**src/rtl/sub_pkg.sv**
```systemverilog
// rtl/sub_pkg.sv - shared widths and result type for the pipelined 16-bit subtractor
// Contents: WIDTH / LO_WIDTH / HI_WIDTH slice widths, sub_res_t registered result bundle.
package sub_pkg;

  localparam int WIDTH    = 16;
  localparam int LO_WIDTH = 8;
  localparam int HI_WIDTH = WIDTH - LO_WIDTH;

  typedef struct packed {
    logic [WIDTH-1:0] D;
    logic             B_out;
    logic             V;
    logic             Z;
  } sub_res_t;

endpackage

```
**src/rtl/sub_8_bit.sv**
```systemverilog
// rtl/sub_8_bit.sv - combinational slice subtractor: diff = a - b - bin
// Ports:
//   a, b   in  W  operands (unsigned)
//   bin    in  1  borrow in
//   diff   out W  difference modulo 2^W
//   bout   out 1  borrow out, 1 iff a < b + bin
module sub_8_bit
  import sub_pkg::*;
#(
  parameter int W = LO_WIDTH
) (
  input  logic [W-1:0] a,
  input  logic [W-1:0] b,
  input  logic         bin,
  output logic [W-1:0] diff,
  output logic         bout
);

  // One extra bit catches the borrow: a negative result wraps so the top bit is set.
  logic [W:0] full;

  assign full = {1'b0, a} - {1'b0, b} - {{W{1'b0}}, bin};
  assign diff = full[W-1:0];
  assign bout = full[W];

endmodule

```
**src/rtl/sub_16_bit_pipe.sv**
```systemverilog
// rtl/sub_16_bit_pipe.sv - two-stage valid/ready 16-bit subtractor D = A - B - B_in
// Ports:
//   clk, rst             clock, asynchronous active-high reset
//   in_valid, in_ready   input handshake; A, B, B_in sampled on transfer
//   A, B, B_in           minuend, subtrahend, borrow in
//   out_valid, out_ready output handshake
//   D, B_out, V, Z       difference, borrow out, signed overflow, zero flag (registered)
module sub_16_bit_pipe
  import sub_pkg::*;
(
  input  logic             clk,
  input  logic             rst,
  input  logic             in_valid,
  output logic             in_ready,
  input  logic [WIDTH-1:0] A,
  input  logic [WIDTH-1:0] B,
  input  logic             B_in,
  output logic             out_valid,
  input  logic             out_ready,
  output logic [WIDTH-1:0] D,
  output logic             B_out,
  output logic             V,
  output logic             Z
);

  // Stage 1 registers: low slice result plus the untouched high operand bytes.
  logic                s1_valid;
  logic [LO_WIDTH-1:0] s1_d_lo;
  logic                s1_b1;
  logic [HI_WIDTH-1:0] s1_a_hi;
  logic [HI_WIDTH-1:0] s1_b_hi;

  // Stage 2 (output) register.
  sub_res_t res;

  logic [LO_WIDTH-1:0] lo_diff;
  logic                lo_bout;
  logic [HI_WIDTH-1:0] hi_diff;
  logic                hi_bout;
  logic [WIDTH-1:0]    d_next;
  logic                v_next;
  logic                s2_ready;

  // Ready ripples back combinationally so a full pipe can pop and push in one cycle.
  assign s2_ready = !out_valid || out_ready;
  assign in_ready = !s1_valid || s2_ready;

  sub_8_bit #(.W(LO_WIDTH)) u_lo (
    .a    (A[LO_WIDTH-1:0]),
    .b    (B[LO_WIDTH-1:0]),
    .bin  (B_in),
    .diff (lo_diff),
    .bout (lo_bout)
  );

  // The high slice only sees the registered borrow, so no path from A[7:0] reaches D[15:8].
  sub_8_bit #(.W(HI_WIDTH)) u_hi (
    .a    (s1_a_hi),
    .b    (s1_b_hi),
    .bin  (s1_b1),
    .diff (hi_diff),
    .bout (hi_bout)
  );

  assign d_next = {hi_diff, s1_d_lo};
  assign v_next = (s1_a_hi[HI_WIDTH-1] != s1_b_hi[HI_WIDTH-1]) &&
                  (hi_diff[HI_WIDTH-1] != s1_a_hi[HI_WIDTH-1]);

  always_ff @(posedge clk or posedge rst) begin
    if (rst) begin
      s1_valid <= 1'b0;
      s1_d_lo  <= '0;
      s1_b1    <= 1'b0;
      s1_a_hi  <= '0;
      s1_b_hi  <= '0;
    end else if (in_ready) begin
      s1_valid <= in_valid;
      if (in_valid) begin
        s1_d_lo <= lo_diff;
        s1_b1   <= lo_bout;
        s1_a_hi <= A[WIDTH-1:LO_WIDTH];
        s1_b_hi <= B[WIDTH-1:LO_WIDTH];
      end
    end
  end

  // Result fields only change when a new result moves in; they hold through stalls.
  always_ff @(posedge clk or posedge rst) begin
    if (rst) begin
      out_valid <= 1'b0;
      res       <= '0;
    end else if (s2_ready) begin
      out_valid <= s1_valid;
      if (s1_valid) begin
        res.D     <= d_next;
        res.B_out <= hi_bout;
        res.V     <= v_next;
        res.Z     <= (d_next == '0);
      end
    end
  end

  assign D     = res.D;
  assign B_out = res.B_out;
  assign V     = res.V;
  assign Z     = res.Z;

endmodule
```
**config.mk**
```make
export PLATFORM = sky130hd
export DESIGN_NAME = sub_16_bit_pipe
export DESIGN_NICKNAME = d
export VERILOG_FILES = /design/src/rtl/sub_pkg.sv /design/src/rtl/sub_8_bit.sv /design/src/rtl/sub_16_bit_pipe.sv
export SDC_FILE = /design/constraint.sdc
export NUM_CORES = 1
export LEC_CHECK = 0
export BUFFER_PORTS_ARGS = -buffer_cell sky130_fd_sc_hd__buf_2
export CORE_AREA = 8 8 97 73
export DETAILED_ROUTE_END_ITERATION = 8
export DIE_AREA = 0 0 105 81
export PLACE_DENSITY_LB_ADDON = 0.05
export SETUP_SLACK_MARGIN = 0.02
export SKIP_LAST_GASP = 1
export SYNTH_ARGS = -nofsm -noshare
export SYNTH_HDL_FRONTEND = slang
export SYNTH_SLANG_ARGS = --single-unit
```
**constraint.sdc**
```tcl
create_clock -name clk -period 2.8 [get_ports clk]
set_input_delay 0.28 -clock clk [delete_from_list [all_inputs] [get_ports clk]]
set_output_delay 0.28 -clock clk [all_outputs]
set_load 0.05 [all_outputs]
```
==> key figures <==
Status
  • Status: complete, no violations

Setup path
  • Reg2Reg Depth: 9
  • Reg2reg start: s1_b1$_DFFE_PP0P_
  • WS Path Type: flop to flop
  • Reg2Reg Setup Slack: between 0.15 and 0.2 ns
  • CP max FO: 2
  • Setup crit start kind: flop
  • Reg2reg end: Z$_DFFE_PP0P_
  • CP Data Arrival Time: around 2.8 ns
  • Critical Path End Type: flop
  • CP required: about 3.0 ns

Yosys
  • Yosys warns: 0
  • Top post-synthesis cells by area: dfrtp_1 42%, ha_1 13%, mux2_2 12%, inv_1 6.1%, fa_1 2.9%
  • Avg Synthesized Cell Area: approximately 11 um^2
  • Cells after Synth: between 200 and 300
  • Syn_nets: ~330
  • Synth Cell Area: about 2700 um^2
  • Post-synthesis register bit count: 46
  • Area leader, netlist: dfrtp_1
  • Sequential element share of the synthesized area: a little over two fifths
  • Synth top area share: ~42%
  • Distinct cell type count after synthesis: 34

Min path
  • WHS Path Cells: 2
  • HP Start: in_valid
  • Hold Path Class: input pin to flop
  • Worst hold endpoint: s1_valid$_DFFE_PP0N_

Placement
  • Final HPWL DP: approximately 4.2 mm
  • Number of port buffers: 57
  • Dpl cell area: about 3100 um^2
  • GPL Wtd Cong: 0.8166

Final layout
  • Final Cell Area: 3193 um^2
  • Share of cells above drive strength 1: between 30% and 40%
  • Layout Nets: around 390
  • Area of the multi-input gates: approximately 1400 um^2
  • Register area: about 1200 um^2
  • FILL cells: roughly 520
  • Most frequent cells in the layout: 57 x buf_2, 46 x dfrtp_1, 43 x inv_1
  • P&R area growth vs syn: 17.39%
  • Commonest non-fill, non-tap cell in the layout: buf_2
  • Diodes inserted: 0

Global route
  • First-pass GRT wire length: roughly 8.9 mm
  • Grt total ovfl: 0
  • Vias in the first global route: roughly 1900
  • Initial antenna violation count: 0
  • GR Util All Layers: 12.97%
  • Largest net degree at the start of global routing: 47

Timing
  • Final worst path period share: between 90 and 100%
  • Worst-margin pin slew: around 0.95 ns
  • Clk_skew: 0.007369 ns
  • Endpoints failing setup: 0
  • Final Hold Fails: 0
  • Tmin final: about 2.6 ns
  • Setup TNS: 0 ns
  • Max frequency: just under 0.4 GHz
  • Max-slew violation count: 0
  • RSZ-0062 raised after global routing: false
  • Max-slew headroom: a little under two fifths

Route
  • First drt pass iteration count: 4
  • WL/cell: roughly 13 um
  • Vias/cell: 4.868
  • WL met1: slightly below 3 mm
  • DRC viols: 0
  • Metal3 WL: 336 um
  • Post-route ant nets: 0
  • Starting DRC count in detailed routing: between 70 and 80
  • Via count: roughly 1900
  • Met2 wire length: approximately 2.0 mm
  • Top Layer Used: met4
  • WL final: between 5 and 6 mm

Floorplan
  • Core ar.: roughly 5500 um^2
  • Io pins: slightly below 60
  • Initial Util: 49.23%
  • Die Area: 8505 um^2
  • Row count: 23
  • Height of the die: just over 80 um
  • Die W: between 100 and 150 um

Power
  • Worst VDD drop: roughly 280 uV
  • Total power per unit cell area: approximately 870 nW/um^2
  • LEAKAGE: about 1.6 nW

Clocking
  • Hold buffer count at cts: 0
  • Clk_lat worst skew: approximately 0.3 ns
  • TritonCTS Sinks: 46
  • Clock Root Buffer: clkbuf_8
  • CTS Buf Count: 5
  • Clock Pin Slew Worst Setup and Hold Paths: about 0.090 ns
  • # H-tree levels: 2
  • CTS tree: done
  • Worst-case clock buffer depth: 2

Job
  • # Max-Cap Violations: 0
[logic make-up (layout without fill, tap and decap cells)]
family / Yosys count / in the layout / synth area share, %
AOI/OAI and AO/OA: 39 / 39 / 9.890
xor gates and xnor gates: 15 / 15 / 4.830
adders and majority gates: 32 / 32 / 15.82
buffers and inverters: 49 / 111 / 6.807
DFF: 46 / 46 / 42.32
muxes: 30 / 30 / 12.37
and+or+nand+nor: 45 / 45 / 7.958
[routing by layer]
metal,vias up,global-route usage [%]
li1,976,-
met1,874,18.90
met2,55,17.53
met3,8,4.427
met4,0,3.830
met5,-,0
[report_power, final]
part / internal [mW] / switching (mW) / leakage (nW)
logic: 0.493 / 0.929 / 1.04
clock network: 0.176 / 0.222 / 0.0452
registers: 0.851 / 0.110 / 0.550
total: 1.52 / 1.26 / 1.64
[synth_stat cells, drive strengths merged]
master and count:
nor3 3, xor2 6, nand4b 1, buf 1, inv 44, dfrtp 46, mux2 29, a221o 1
clkbuf 4, fa 4, nand2 21, nand3b 2, xnor2 9, nor2 5, nor2b 1, ha 28
o21a 1, a211o 1, nand4 1, nor4 2, mux2i 1, o21ai 15, o31ai 3, a21o 5
a2111oi 2, and3 2, a21boi 1, a21oi 8, o311ai 2, nand2b 6, nand3 1
[final cells by class]
cell class,count,share of cell area [%]
Multi-Input combinational cell,161,43.73
Sequential cell,46,36.05
Timing Repair Buffer,59,9.404
Inverter,44,5.172
Tap cell,75,2.939
Clock buffer,6,2.273
Clock inverter,2,0.4310
[through the flow]
step                      util (%)  hold slack [ns]  setup WS (ns)  cells  total power [mW]
after global routing         57.79           0.1957        0.05522    393             2.984
after global placement       56.00           0.4571         0.2780    385             2.372
final                        57.79           0.1800         0.1999    393             2.781
after CTS                    57.56           0.1739         0.1753    393             2.793
after detailed placement     56.00           0.4712         0.1892    385             2.392
after floorplan                  -           0.3884         0.4091    256             2.056
[worst max-delay path: stages (launching register included)]
cell       delay (ns)
dfrtp_1          0.35
inv_1            0.06
fa_1             0.47
fa_1             0.42
nand2b_1         0.21
a2111oi_4        0.39
nor2_1           0.09
xnor2_1          0.18
nand4_1          0.11
o31ai_1          0.22
[sequential cells by signal, summed over array words and instances (netlist names), 8 cells and up]
name and cells:
s1_a_hi 8, s1_b_hi 8, s1_d_lo 8, D 16
[worst max path at each step]
stage | startpoint | slack [ns] | endpoint
floorplan | s1_b1$_DFFE_PP0P_ | 0.41 | Z$_DFFE_PP0P_
global placement | s1_b1$_DFFE_PP0P_ | 0.28 | B_out$_DFFE_PP0P_
detailed placement | s1_b1$_DFFE_PP0P_ | 0.19 | Z$_DFFE_PP0P_
CTS | s1_b1$_DFFE_PP0P_ | 0.18 | Z$_DFFE_PP0P_
global route | s1_b1$_DFFE_PP0P_ | 0.06 | B_out$_DFFE_PP0P_
finish | s1_b1$_DFFE_PP0P_ | 0.20 | Z$_DFFE_PP0P_
[what timing repair did]
item,4_1_cts,5_1_grt
endpoints found under the setup margin,0,1
resized for setup,0,1
buffers inserted,0,0
endpoints found under the hold margin,0,0
(Power assumes the default switching activity.)
